File: src/rtl/bcd_display_scanner.sv
// bcd_display_scanner: captures three BCD digits on a load strobe and scans
// them onto a common-anode, active-low, 4-digit seven-segment display.
// The whole display blinks while timeout is high.
// Optional build macro: LEADING_ZERO_BLANK_EN (blank leading zero digits).
module bcd_display_scanner #(
    parameter int unsigned REFRESH_DIV = 50000,
    parameter int unsigned BLINK_DIV   = 100
) (
    input  logic       clk,
    input  logic       reset,
    input  logic [3:0] value_three,
    input  logic [3:0] value_two,
    input  logic [3:0] value_one,
    input  logic       load,
    input  logic       timeout,
    output logic [6:0] seg,
    output logic [3:0] an
);

    localparam int unsigned SLOT_W  = (REFRESH_DIV > 1) ? $clog2(REFRESH_DIV) : 1;
    localparam int unsigned BLINK_W = (BLINK_DIV > 1) ? $clog2(BLINK_DIV) : 1;
    localparam logic [SLOT_W-1:0]  SLOT_LAST  = SLOT_W'(REFRESH_DIV - 1);
    localparam logic [BLINK_W-1:0] BLINK_LAST = BLINK_W'(BLINK_DIV - 1);

    localparam logic [6:0] SEG_OFF = 7'b1111111;
    localparam logic [3:0] AN_OFF  = 4'b1111;

    typedef enum logic [1:0] {
        DIG_ONES     = 2'd0,
        DIG_TENS     = 2'd1,
        DIG_HUNDREDS = 2'd2,
        DIG_UNUSED   = 2'd3
    } digit_t;

    logic [3:0]         snap_three;
    logic [3:0]         snap_two;
    logic [3:0]         snap_one;
    logic [SLOT_W-1:0]  slot_cnt;
    logic [BLINK_W-1:0] blink_cnt;
    logic               phase_on;
    logic               slot_term;
    digit_t             digit_q;
    digit_t             digit_d;
    logic [6:0]         seg_d;
    logic [3:0]         an_d;
    logic [3:0]         digit_val;
    logic [3:0]         an_sel;
    logic               blank;

    // Active-low {g,f,e,d,c,b,a} pattern; non-BCD codes show a dash.
    function automatic logic [6:0] bcd_to_seg(input logic [3:0] d);
        logic [6:0] s;
        case (d)
            4'd0:    s = 7'b1000000;
            4'd1:    s = 7'b1111001;
            4'd2:    s = 7'b0100100;
            4'd3:    s = 7'b0110000;
            4'd4:    s = 7'b0011001;
            4'd5:    s = 7'b0010010;
            4'd6:    s = 7'b0000010;
            4'd7:    s = 7'b1111000;
            4'd8:    s = 7'b0000000;
            4'd9:    s = 7'b0010000;
            default: s = 7'b0111111;
        endcase
        return s;
    endfunction

    assign slot_term = (slot_cnt == SLOT_LAST);

    // Snapshot of the countdown digits, updated only on load.
    always_ff @(posedge clk) begin
        if (!reset) begin
            snap_three <= 4'd0;
            snap_two   <= 4'd0;
            snap_one   <= 4'd0;
        end else if (load) begin
            snap_three <= value_three;
            snap_two   <= value_two;
            snap_one   <= value_one;
        end
    end

    // Refresh slot counter, wraps every REFRESH_DIV cycles.
    always_ff @(posedge clk) begin
        if (!reset) begin
            slot_cnt <= '0;
        end else if (slot_term) begin
            slot_cnt <= '0;
        end else begin
            slot_cnt <= slot_cnt + SLOT_W'(1);
        end
    end

    // Blink half-period counter and phase; idle (phase on) while timeout is low.
    always_ff @(posedge clk) begin
        if (!reset) begin
            blink_cnt <= '0;
            phase_on  <= 1'b1;
        end else if (!timeout) begin
            blink_cnt <= '0;
            phase_on  <= 1'b1;
        end else if (slot_term) begin
            if (blink_cnt == BLINK_LAST) begin
                blink_cnt <= '0;
                phase_on  <= ~phase_on;
            end else begin
                blink_cnt <= blink_cnt + BLINK_W'(1);
            end
        end
    end

    // Digit scan state register.
    always_ff @(posedge clk) begin
        if (!reset) begin
            digit_q <= DIG_ONES;
        end else begin
            digit_q <= digit_d;
        end
    end

    // Next digit on slot terminal and decode of the currently selected digit.
    always_comb begin
        digit_d   = digit_q;
        digit_val = 4'd0;
        an_sel    = AN_OFF;
        blank     = 1'b0;
        seg_d     = SEG_OFF;
        an_d      = AN_OFF;

        case (digit_q)
            DIG_ONES: begin
                digit_val = snap_one;
                an_sel    = 4'b1110;
                if (slot_term) digit_d = DIG_TENS;
            end
            DIG_TENS: begin
                digit_val = snap_two;
                an_sel    = 4'b1101;
`ifdef LEADING_ZERO_BLANK_EN
                blank     = (snap_three == 4'd0) && (snap_two == 4'd0);
`endif
                if (slot_term) digit_d = DIG_HUNDREDS;
            end
            DIG_HUNDREDS: begin
                digit_val = snap_three;
                an_sel    = 4'b1011;
`ifdef LEADING_ZERO_BLANK_EN
                blank     = (snap_three == 4'd0);
`endif
                if (slot_term) digit_d = DIG_ONES;
            end
            default: begin
                blank = 1'b1;
                if (slot_term) digit_d = DIG_ONES;
            end
        endcase

        // A low timeout overrides a stale off phase so the display reappears at once.
        if (!blank && (phase_on || !timeout)) begin
            seg_d = bcd_to_seg(digit_val);
            an_d  = an_sel;
        end
    end

    // Registered display outputs.
    always_ff @(posedge clk) begin
        if (!reset) begin
            seg <= SEG_OFF;
            an  <= AN_OFF;
        end else begin
            seg <= seg_d;
            an  <= an_d;
        end
    end

endmodule
File: config.mk
export PLATFORM = sky130hd
export DESIGN_NAME = bcd_display_scanner
export DESIGN_NICKNAME = d
export VERILOG_FILES = /design/src/rtl/bcd_display_scanner.sv
export SDC_FILE = /design/constraint.sdc
export NUM_CORES = 1
export LEC_CHECK = 0
export CAP_MARGIN = 20
export CELL_PAD_IN_SITES_DETAIL_PLACEMENT = 2
export CELL_PAD_IN_SITES_GLOBAL_PLACEMENT = 2
export CORE_AREA = 2 2 83 85
export DETAILED_ROUTE_END_ITERATION = 16
export DIE_AREA = 0 0 85 87
export PLACE_DENSITY_LB_ADDON = 0.08
export SYNTH_ARGS = -nofsm -noshare
export SYNTH_HDL_FRONTEND = slang
export SYNTH_SLANG_ARGS = --single-unit
File: constraint.sdc
create_clock -name clk -period 3.5 [get_ports clk]
set_input_delay 1.05 -clock clk [delete_from_list [all_inputs] [get_ports clk]]
set_output_delay 1.05 -clock clk [all_outputs]
set_load 0.01 [all_outputs]
==> metrics.md, run 1 <==
| Metric | Value |
|---|---|
| Synth Net Count | `between 200 and 300` |
| Worst path bufs/invs | `2` |
| EDFF count, synth | `0` |
| Register area share after synthesis | `between 40% and 50%` |
| Largest net degree at the start of global routing | `17` |
| Crit-path cells | `clkdlybuf4s50_1 > inv_2 > a221oi_1 > nor2b_1 > a31oi_1` |
| Clock sink total | `48` |
| Top_reg_cell synth | `dfxtp_1` |
| Leak | `around 0.0010 uW` |
| Initial antenna violation count | `0` |
| Post-CTS Repair Setup Buffers | `0` |
| Final setup fails | `0` |
| Io pins | `27` |
| CTS tree | `yes` |
| Critical Path Source Type | `primary input` |
| P per Cell Area | `between 400 and 500 nW/um^2` |
| Max Cap Viol | `0` |
| Row count | `30` |
| Max Buffers Root-to-Sink | `2` |
| Worst path max stage delay | `0.52 ns` |
| WP data required | `between 3 and 4 ns` |
| DRC | `0` |
| GRT Residual Overflow | `0` |
| Global-route wire length before repair | `8640 um` |
| Distinct cells, synth | `44` |
| Synth top area share | `between 40% and 50%` |
| Clk root buf | `clkbuf_8` |
| Slew margin rel. | `between 40% and 50%` |
| 1st-pass router iterations | `4` |
| Die height | `~87 um` |
| Clock latency on the worst-skew pair | `around 0.3 ns` |
| Crit path capture type | `flop` |
| Final Wtd Congestion | `0.712` |
| Initial drt markers | `32` |
| Status | `completed` |
| Slew @ Worst Pin | `~0.78 ns` |
| Asr flop ratio synth | `0%` |
| Placed insts | `332` |
| Core ar. | `between 6000 and 7000 sq um` |
| Final min period | `between 2 and 2.5 ns` |
| Cts bufs inserted | `5` |
| Mapped cell area | `about 2200 sq um` |
| Cells after Synth | `between 200 and 250` |
| Setup_tns | `0 ns` |
| Worst Path Arrival | `~2.7 ns` |
| Share of cells above drive strength 1 | `6.92%` |
| Cts repair resizes | `0` |
| DR WL/cell | `15.0 um` |
| Via total after detailed routing | `around 1700` |
| Max Clk Rate | `0.401 GHz` |
| Initial core utilization | `between 30% and 40%` |
| Top layer in use | `met4` |
| Clock Pin Slew Worst Setup and Hold Paths | `0.10 ns` |
| Crit path kind | `primary input to flop` |
| Post-route setup slack | `around 1 ns` |
| Total track usage | `roughly 15%` |
| Routed Antenna Nets | `0` |
| Routed WL | `approximately 5000 um` |
| Pre-CTS WS | `about 0.63 ns` |
| Most frequent cells in the layout | `48 x dfxtp_1, 32 x nor2_1, 25 x clkdlybuf4s50_1, 23 x mux2i_1, 12 x nand2_1` |
| Commonest non-fill, non-tap cell in the layout | `dfxtp_1` |
| VDD IR max | `roughly 0.19 mV` |
| H-tree Lvls | `2` |
| Top post-synthesis cells by area | `dfxtp_1 44%, mux2i_1 10%, nor2_1 5.4%` |
| WL met3 | `104 um` |
| Fin crit share | `between 70% and 80%` |
| Final Core Density | `approximately 40%` |
| Mapped Avg Cell Area | `9.47 sq um` |
| Detail Placement HPWL | `roughly 3700 um` |
| Die area | `around 7400 sq um` |
| Critical-path maximum fanout | `16` |
| Worst Clk Skew | `~0.011 ns` |
| Placement Cell Area | `about 2500 sq um` |
| Layout area overhead | `19.4%` |
| RSZ-0062 raised after global routing | `false` |
| Synth Warn # | `0` |
| Routed length on met2 | `around 2700 um` |
| N_diodes | `0` |
| Metal1 wirelength | `between 2000 and 2500 um` |
| Non-Filler Instances | `340` |
| Vias in the first global route | `roughly 1800` |
| Cell taking the most area after synthesis | `dfxtp_1` |
| Detailed-route vias per instance | `approximately 5.1` |
| Die width | `85 um` |
| Design Area, Final | `approximately 2600 sq um` |
| Final hold vios | `0` |
| Nets | `282` |
| Post-synthesis sequential element count | `48` |
| Slowest cell on the critical path | `a221oi_1` |
| Hold buffers post-CTS | `0` |
| Family with the most delay on the worst path | `buffers and inverters` |
| IO Port Bufs | `25` |
| Min-Delay Path Class | `flop to flop` |
| Fin. max-slew vios | `0` |
-- metrics by stage --
step / total power [uW] / hold slack [ns]
floorplan: 641 / 0.437
detailed placement: 696 / 0.472
finish: 1090 / 0.490
global placement: 693 / 0.458
global route: 1140 / 0.515
CTS: 1110 / 0.497
-- registers in the layout, summed over array words and instances, names as in the netlist --
signal	count
snap_three	4
an	3
seg	7
snap_one	4
snap_two	4
phase_on	1
slot_cnt	16
digit_q	2
blink_cnt	7
-- synthesized netlist by cell type, types with 3 or more instances --
| cell | count |
|---|---|
| nor2_1 | 32 |
| nand2_1 | 12 |
| nor3_1 | 4 |
| or3_1 | 5 |
| a21oi_1 | 11 |
| o21ai_0 | 8 |
| buf_2 | 3 |
| dfxtp_1 | 48 |
| xnor2_1 | 9 |
| ha_1 | 7 |
| and4_1 | 3 |
| inv_1 | 10 |
| nand3_1 | 9 |
| mux2i_1 | 23 |
| and3_1 | 3 |
| xor2_1 | 4 |
| nand4_1 | 6 |
-- layout make-up --
cell class | instances | area, sq um
inverters | 11 | 41.3
clock inverters | 3 | 42.5
fillers | 743 | 3940
multi-input cells | 167 | 1160
flip-flops and latches | 48 | 961
repair buffers | 26 | 258
well taps | 80 | 100
clock buffers | 5 | 68.8
-- routing by layer --
| metal | up-vias | track usage, % |
|---|---|---|
| met4 | 0 | 4.33 |
| met5 | - | 0 |
| met2 | 16 | 26.7 |
| met1 | 847 | 17.0 |
| met3 | 6 | 3.13 |
| li1 | 869 | - |
-- cells by family (layout without fill, tap and decap cells) --
kind of cell	after synthesis	count (layout)	share of synthesized area [%]
compound gates	32	32	9.30
xor+xnor	13	13	5.16
fa+ha+maj	7	7	3.97
buf+inv	18	45	3.74
flops	48	48	43.6
mux	23	23	10.4
other cells	1	1	0.170
simple gates	91	91	23.7
-- power by group --
group / internal, uW / switching [uW]
Combinational: 53.7 / 49.8
Sequential: 566 / 10.7
Clock: 212 / 196
-- worst min-delay path, stage by stage, from the launching register on --
cell and delay (ns):
dfxtp_1 0.34, o31ai_1 0.06, a21oi_1 0.05
-- worst paths after layout --
check | startpoint | to | slack, ns | depth (start not counted)
setup / recovery | reset | seg[3]$_SDFF_PN1_ | 1.01 | 5
setup reg to reg | digit_q[0]$_SDFFE_PN0N_ | seg[1]$_SDFF_PN1_ | 1.16 | 7
hold reg to reg | slot_cnt[15]$_SDFF_PP0_ | slot_cnt[15]$_SDFF_PP0_ | 0.49 | 2
hold / removal | slot_cnt[15]$_SDFF_PP0_ | slot_cnt[15]$_SDFF_PP0_ | 0.49 | 2
No activity file was read; power rests on OpenSTA's default activity.
==> run 2: changes to the inputs <==
Settings changed: CORE_AREA 2 2 83 85 to 2 2 84 86, DIE_AREA 0 0 85 87 to 0 0 86 88.
Clock period 3.5 ns to 2.51 ns, I/O delays scaled along.
==> run 2 against run 1 <==
Against the previous run:
- sequential power is 40% higher
- utilization increased by 0.94 points
- hold slack got worse by 0.0085 ns
- clock skew increased by 0.0010 ns
- non-clock buffer count rose by 10
- die area is 2.3% higher
==> metrics.md, run 2 (same netlist as run 1, synthesis figures left out) <==
| Metric | Value |
|---|---|
| Final hold vios | `0 (unchanged)` |
| Share of cells above drive strength 1 | `10.0% (+3.1 points)` |
| Final min period | `around 2 ns` |
| Crit path capture type | `flop` |
| Internal power | `1260 uW (+52%)` |
| Detail Placement HPWL | `3960 um (+5.7%)` |
| Sw Pwr | `354 uW (+38%)` |
| Post-CTS Repair Setup Buffers | `0 (unchanged)` |
| Final Core Density | `41.0% (+0.94 points)` |
| Clk root buf | `clkbuf_8` |
| Hold_sp | `slot_cnt[0]$_SDFF_PP0_` |
| Nets | `292 (+3.5%)` |
| IO Port Bufs | `25 (unchanged)` |
| Io pins | `27 (unchanged)` |
| Cts repair resizes | `0 (unchanged)` |
| Fin crit share | `around 79%` |
| Die height | `88 um (+1.1%)` |
| Leak | `0.00108 uW (+5.8%)` |
| Busiest layer in global routing | `met2` |
| Reg-to-reg slack, setup | `0.52 ns (-0.64 ns)` |
| Core ar. | `6640 sq um (+1.1%)` |
| Most frequent cells in the layout | `48 x dfxtp_1, 32 x nor2_1, 25 x clkdlybuf4s50_1, 23 x mux2i_1, 12 x nand2_1` |
| Max Buffers Root-to-Sink | `2 (unchanged)` |
| Layout area overhead | `23.6%` |
| Critical Path Source Type | `flop` |
| Area of the multi-input gates | `1160 sq um (unchanged)` |
| Max Clk Rate | `between 0.5 and 0.6 GHz` |
| Pre-CTS WS | `0.215 ns (-0.416 ns)` |
| Reg2Reg Depth | `7 (unchanged)` |
| Hold buffers post-CTS | `0 (unchanged)` |
| Final Wtd Congestion | `0.722 (+1.4%)` |
| Largest net degree at the start of global routing | `16 (-1)` |
| Fin. max-slew vios | `0 (unchanged)` |
| Setup_tns | `0 ns (unchanged)` |
| Clock Pin Slew Worst Setup and Hold Paths | `0.09 ns (about the same)` |
| Final setup fails | `0 (unchanged)` |
| Detailed-route vias per instance | `5.16 (+0.90%)` |
| Cts bufs inserted | `5 (unchanged)` |
| Top Registers | `slot_cnt x16, blink_cnt x7, seg x7` |
| Placed insts | `342 (+3.0%)` |
| 1st-pass router iterations | `4 (unchanged)` |
| Clock sink total | `48 (unchanged)` |
| Total track usage | `15.4% (+0.80 points)` |
| Initial antenna violation count | `0 (unchanged)` |
| Hold EP | `slot_cnt[0]$_SDFF_PP0_` |
| DRC | `0 (unchanged)` |
| Row count | `30 (unchanged)` |
| Post-route setup slack | `0.518 ns (-0.491 ns)` |
| Power share of the sequential group | `49.8% (-3.2 points)` |
| RR Startpoint | `digit_q[1]$_SDFFE_PN0N_` |
| Via total after detailed routing | `1800 (+3.6%)` |
| Initial drt markers | `27 (-16%)` |
| Status | `completed` |
| H-tree Lvls | `2 (unchanged)` |
| Max Cap Viol | `0 (unchanged)` |
| P per Cell Area | `593 nW/um^2 (+43%)` |
| Worst Path Arrival | `2.19 ns (-0.48 ns)` |
| Comb pwr share | `9.3% (-0.2 points)` |
| Min-Delay Path Class | `flop to flop` |
| Commonest non-fill, non-tap cell in the layout | `dfxtp_1` |
| Biggest register | `slot_cnt` |
| Non-Filler Instances | `349 (+2.6%)` |
| Die area | `7570 sq um (+2.3%)` |
| RSZ-0062 raised after global routing | `false` |
| Critical-path maximum fanout | `5 (-11)` |
| WP data required | `2.71 ns (-0.97 ns)` |
| Layout fillers | `743 (unchanged)` |
| GR Util met3 | `4.05% (+0.92 points)` |
| Grt met1 use | `18.7% (+1.7 points)` |
| CTS tree | `yes` |
| Clock share of power | `40.9% (+3.4 points)` |
| Net Sw Frac | `21.9% (-1.7 points)` |
| Max reg flops | `16 (unchanged)` |
| VDD IR max | `0.253 mV (+34%)` |
| Initial core utilization | `33.2% (-0.38 points)` |
| Crit Reg-Reg Endpoint | `seg[1]$_SDFF_PN1_` |
| Worst hold path depth | `1 (-1)` |
| Power, Total | `1620 uW (+49%)` |
| Vias in the first global route | `1895 (+6.0%)` |
| Die width | `86 um (+1.2%)` |
| Routed WL | `5260 um (+3.0%)` |
| DR WL/cell | `15.1 um (+0.32%)` |
| N_diodes | `0 (unchanged)` |
| Met2 Use GR | `27.1% (+0.36 points)` |
| GRT Residual Overflow | `0 (unchanged)` |
| Worst Clk Skew | `0.0120 ns (+0.00104 ns)` |
| Routed Antenna Nets | `0 (unchanged)` |
| FF+latch area | `961 sq um (unchanged)` |
| Global-route wire length before repair | `9190 um (+6.4%)` |
| Clock latency on the worst-skew pair | `0.31 ns (about the same)` |
| Crit path kind | `flop to flop` |
## run 2: cell count changes in the layout (fill, tap and decap cells not counted), sizes merged
| cell | delta |
|---|---|
| clkinv | -1 |
| clkinvlp | -1 |
| bufinv | +1 |
| buf | +10 |
## run 2: power groups by stage
stage               Sequential [uW]  Combinational [uW]  Clock (uW)
floorplan                       825                69.0           0
global placement                823                 150           0
detailed placement              823                 153           0
CTS                             806                 154         686
global route                    809                 167         721
finish                          805                 150         662
## run 2: final cells by class
class	count	share of cell area, %
multi-input combinational	167	42.6
sequential	48	35.2
timing repair buffer	36	12.2
tap	80	3.67
clock buffer	5	2.52
clock inverter	2	2.20
inverter	11	1.51
## run 2: how the worst max path moves through the flow
stage / start / to / cells past startpoint
after floorplan: digit_q[1]$_SDFFE_PN0N_ / seg[1]$_SDFF_PN1_ / 8
after global placement: timeout / seg[0]$_SDFF_PN1_ / 4
after detailed placement: timeout / seg[0]$_SDFF_PN1_ / 4
after CTS: digit_q[1]$_SDFFE_PN0N_ / seg[1]$_SDFF_PN1_ / 7
after global routing: digit_q[1]$_SDFFE_PN0N_ / seg[1]$_SDFF_PN1_ / 7
final: digit_q[1]$_SDFFE_PN0N_ / seg[1]$_SDFF_PN1_ / 7
## run 2: metrics by stage
stage | instance area [sq um] | hold slack, ns
5_1_grt | 2730 | 0.508
3_5_place_dp | 2600 | 0.466
6_report | 2730 | 0.482
4_1_cts | 2730 | 0.487
2_1_floorplan | 2210 | 0.437
3_3_place_gp | 2600 | 0.455
## run 2: critical path, cell delays in order, from the launching register on
cell and delay [ns]:
dfxtp_1 0.45, mux2i_1 0.31, a2bb2oi_1 0.44, inv_1 0.13, ha_1 0.33, inv_1 0.04, a21oi_1 0.13, o21ai_1 0.07
## run 2: layer usage
layer	share of wire, %	vias to the layer above
met5	0	-
met4	0.80	0
met3	2.0	4
met2	51	17
met1	46	888
li1	-	891
==> run 3: changes to the inputs <==
Clock period 2.51 ns to 1.95 ns, I/O delays scaled along.
==> run 3 against run 2 <==
Against the previous run:
- final area grew 2.3%
- non-clock buffer count grew 10
- first-iteration DRC count shrank 3.7%
- highest routed layer unchanged
- largest power group unchanged
- clock power shrank 3.6%
- via count grew 2.3%
- clock skew shrank 0.0064 ns
- flip-flop and latch count is the same
- global-route usage grew 0.36 points
- register-to-register slack lost 0.35 ns
- power grew 17%
==> metrics.md, run 3 (same netlist as run 1, synthesis figures left out) <==
| Metric | Value |
|---|---|
| Final min period | `~1.8 ns` |
| Final setup fails | `0 (unchanged)` |
| CTS tree | `yes` |
| Share of cells above drive strength 1 | `13.6% (+3.5 points)` |
| Cts bufs inserted | `5 (unchanged)` |
| Slowest cell on the critical path | `clkdlybuf4s50_1` |
| Comb pwr share | `11.2% (+1.9 points)` |
| Clock share of power | `33.9% (-7.0 points)` |
| Status | `completed` |
| Detailed-route vias per instance | `5.11 (-0.85%)` |
| Initial drt markers | `26 (-3.7%)` |
| Internal power | `1420 uW (+13%)` |
| Worst Clk Skew | `0.00564 ns (-0.00639 ns)` |
| Family with the most delay on the worst path | `buffers and inverters` |
| Routed WL | `5470 um (+3.9%)` |
| WP data required | `1.36 ns (-1.35 ns)` |
| Final Wtd Congestion | `0.750 (+3.9%)` |
| Fin. max-slew vios | `0 (unchanged)` |
| Initial antenna violation count | `0 (unchanged)` |
| Routed Antenna Nets | `0 (unchanged)` |
| Total track usage | `15.7% (+0.36 points)` |
| Clock Pin Slew Worst Setup and Hold Paths | `0.09 ns (about the same)` |
| Design Area, Final | `2790 sq um (+2.3%)` |
| Placement Cell Area | `2690 sq um (+3.4%)` |
| Crit path capture type | `primary output` |
| Commonest non-fill, non-tap cell in the layout | `dfxtp_1` |
| Detail Placement HPWL | `4240 um (+7.1%)` |
| Largest net degree at the start of global routing | `16 (unchanged)` |
| Die height | `88 um (unchanged)` |
| Global-route wire length before repair | `9230 um (+0.46%)` |
| Io pins | `27 (unchanged)` |
| Critical-path maximum fanout | `1 (-4)` |
| Clock latency on the worst-skew pair | `0.30 ns (about the same)` |
| Clock sink total | `48 (unchanged)` |
| Final hold vios | `0 (unchanged)` |
| Initial core utilization | `33.2% (unchanged)` |
| Row count | `30 (unchanged)` |
| Layout area overhead | `26.4%` |
| IO Port Bufs | `25 (unchanged)` |
| Die width | `86 um (unchanged)` |
| Power share of the sequential group | `54.9% (+5.1 points)` |
| Vias in the first global route | `1930 (+1.8%)` |
| Worst path max stage delay | `0.54 ns (+0.09 ns)` |
| Worst Path Arrival | `1.20 ns (-0.99 ns)` |
| Crit path kind | `flop to primary output` |
| Critical Path Source Type | `flop` |
| Nets | `302 (+3.4%)` |
| Clk root buf | `clkbuf_8` |
| Max Buffers Root-to-Sink | `2 (unchanged)` |
| GRT Residual Overflow | `0 (unchanged)` |
| Crit-path cells | `clkdlybuf4s50_1` |
| DRC | `0 (unchanged)` |
| RSZ-0062 raised after global routing | `false` |
| 1st-pass router iterations | `4 (unchanged)` |
| Biggest register | `slot_cnt` |
| VDD IR max | `0.292 mV (+16%)` |
| Most frequent cells in the layout | `47 x dfxtp_1, 32 x nor2_1, 25 x clkdlybuf4s50_1, 23 x mux2i_1, 20 x buf_4` |
| Leak | `0.00112 uW (+3.9%)` |
| Post-route setup slack | `0.161 ns (-0.358 ns)` |
| Core ar. | `6640 sq um (unchanged)` |
| Sw Pwr | `462 uW (+31%)` |
| Die area | `7570 sq um (unchanged)` |
| Pre-CTS WS | `-0.110 ns (-0.325 ns)` |
| Max Cap Viol | `0 (unchanged)` |
| Fin crit share | `91.8%` |
| Top Registers | `slot_cnt x16, blink_cnt x7, seg x7` |
| Worst path bufs/invs | `1 (-1)` |
| Net Sw Frac | `24.6% (+2.7 points)` |
| N_diodes | `0 (unchanged)` |
| Min-Delay Path Class | `flop to flop` |
| Via total after detailed routing | `1841 (+2.3%)` |
| Layout fillers | `743 (unchanged)` |
| P per Cell Area | `675 nW/um^2 (+14%)` |
| Max reg flops | `16 (unchanged)` |
| Max Clk Rate | `roughly 0.56 GHz` |
| H-tree Lvls | `2 (unchanged)` |
| DR WL/cell | `15.2 um (+0.70%)` |
run 3: cell types whose count changed in the layout (fill, tap and decap cells not counted), sizes merged:
cell      delta
buf         +10
bufinv       -2
clkbuf       +2
clkinvlp     +1
run 3: worst paths after layout:
path	startpoint	cells after the start	endpoint	slack [ns]
hold / removal	digit_q[1]$_SDFFE_PN0N_	1	an[2]$_SDFF_PN1_	0.44
setup / recovery	an[0]$_SDFF_PN1_	1	an[0]	0.16
setup reg to reg	slot_cnt[1]$_SDFF_PP0_	6	blink_cnt[3]$_SDFFE_PN0N_	0.17
hold reg to reg	digit_q[1]$_SDFFE_PN0N_	1	an[2]$_SDFF_PN1_	0.44
run 3: power groups by stage:
| stage | Clock, uW | Combinational (uW) | Sequential (uW) |
|---|---|---|---|
| 2_1_floorplan | 0 | 88.8 | 1060 |
| 3_3_place_gp | 0 | 211 | 1060 |
| 3_5_place_dp | 0 | 215 | 1060 |
| 4_1_cts | 666 | 215 | 1040 |
| 5_1_grt | 699 | 236 | 1040 |
| 6_report | 638 | 211 | 1030 |
run 3: layer usage:
| layer | share of wire (%) | up-vias | track usage, % |
|---|---|---|---|
| met5 | 0 | - | 0 |
| met4 | 1.6 | 0 | 5.63 |
| met3 | 1.8 | 7 | 2.83 |
| met2 | 52 | 17 | 29.0 |
| met1 | 45 | 901 | 18.2 |
| li1 | - | 916 | - |
run 3: stage by stage:
stage               power, uW  util (%)  cells  hold WS (ns)  setup TNS [ns]
finish                   1880      42.0    360         0.443               0
floorplan                1150         -    233         0.437               0
global route             1970      42.0    360         0.465               0
detailed placement       1270      40.4    352         0.474          -0.424
CTS                      1920      41.8    360         0.489               0
global placement         1270      40.4    352         0.459          -0.153
run 3: final cells by class:
cell class	instances	area [sq um]	share of cell area, %
clock inverter	1	7.51	0.269
timing repair buffer	46	420	15.1
tap	80	100	3.59
clock buffer	7	86.3	3.10
sequential	48	962	34.5
multi-input combinational	167	1170	42.0
inverter	11	41.3	1.48
run 3: timing repair:
action / in CTS / in global routing
endpoints found under the hold margin: 0 / 0
hold buffers: 0 / 0
gates resized for setup: 0 / 2
setup endpoints to repair: 0 / 3
setup buffers: 0 / 0
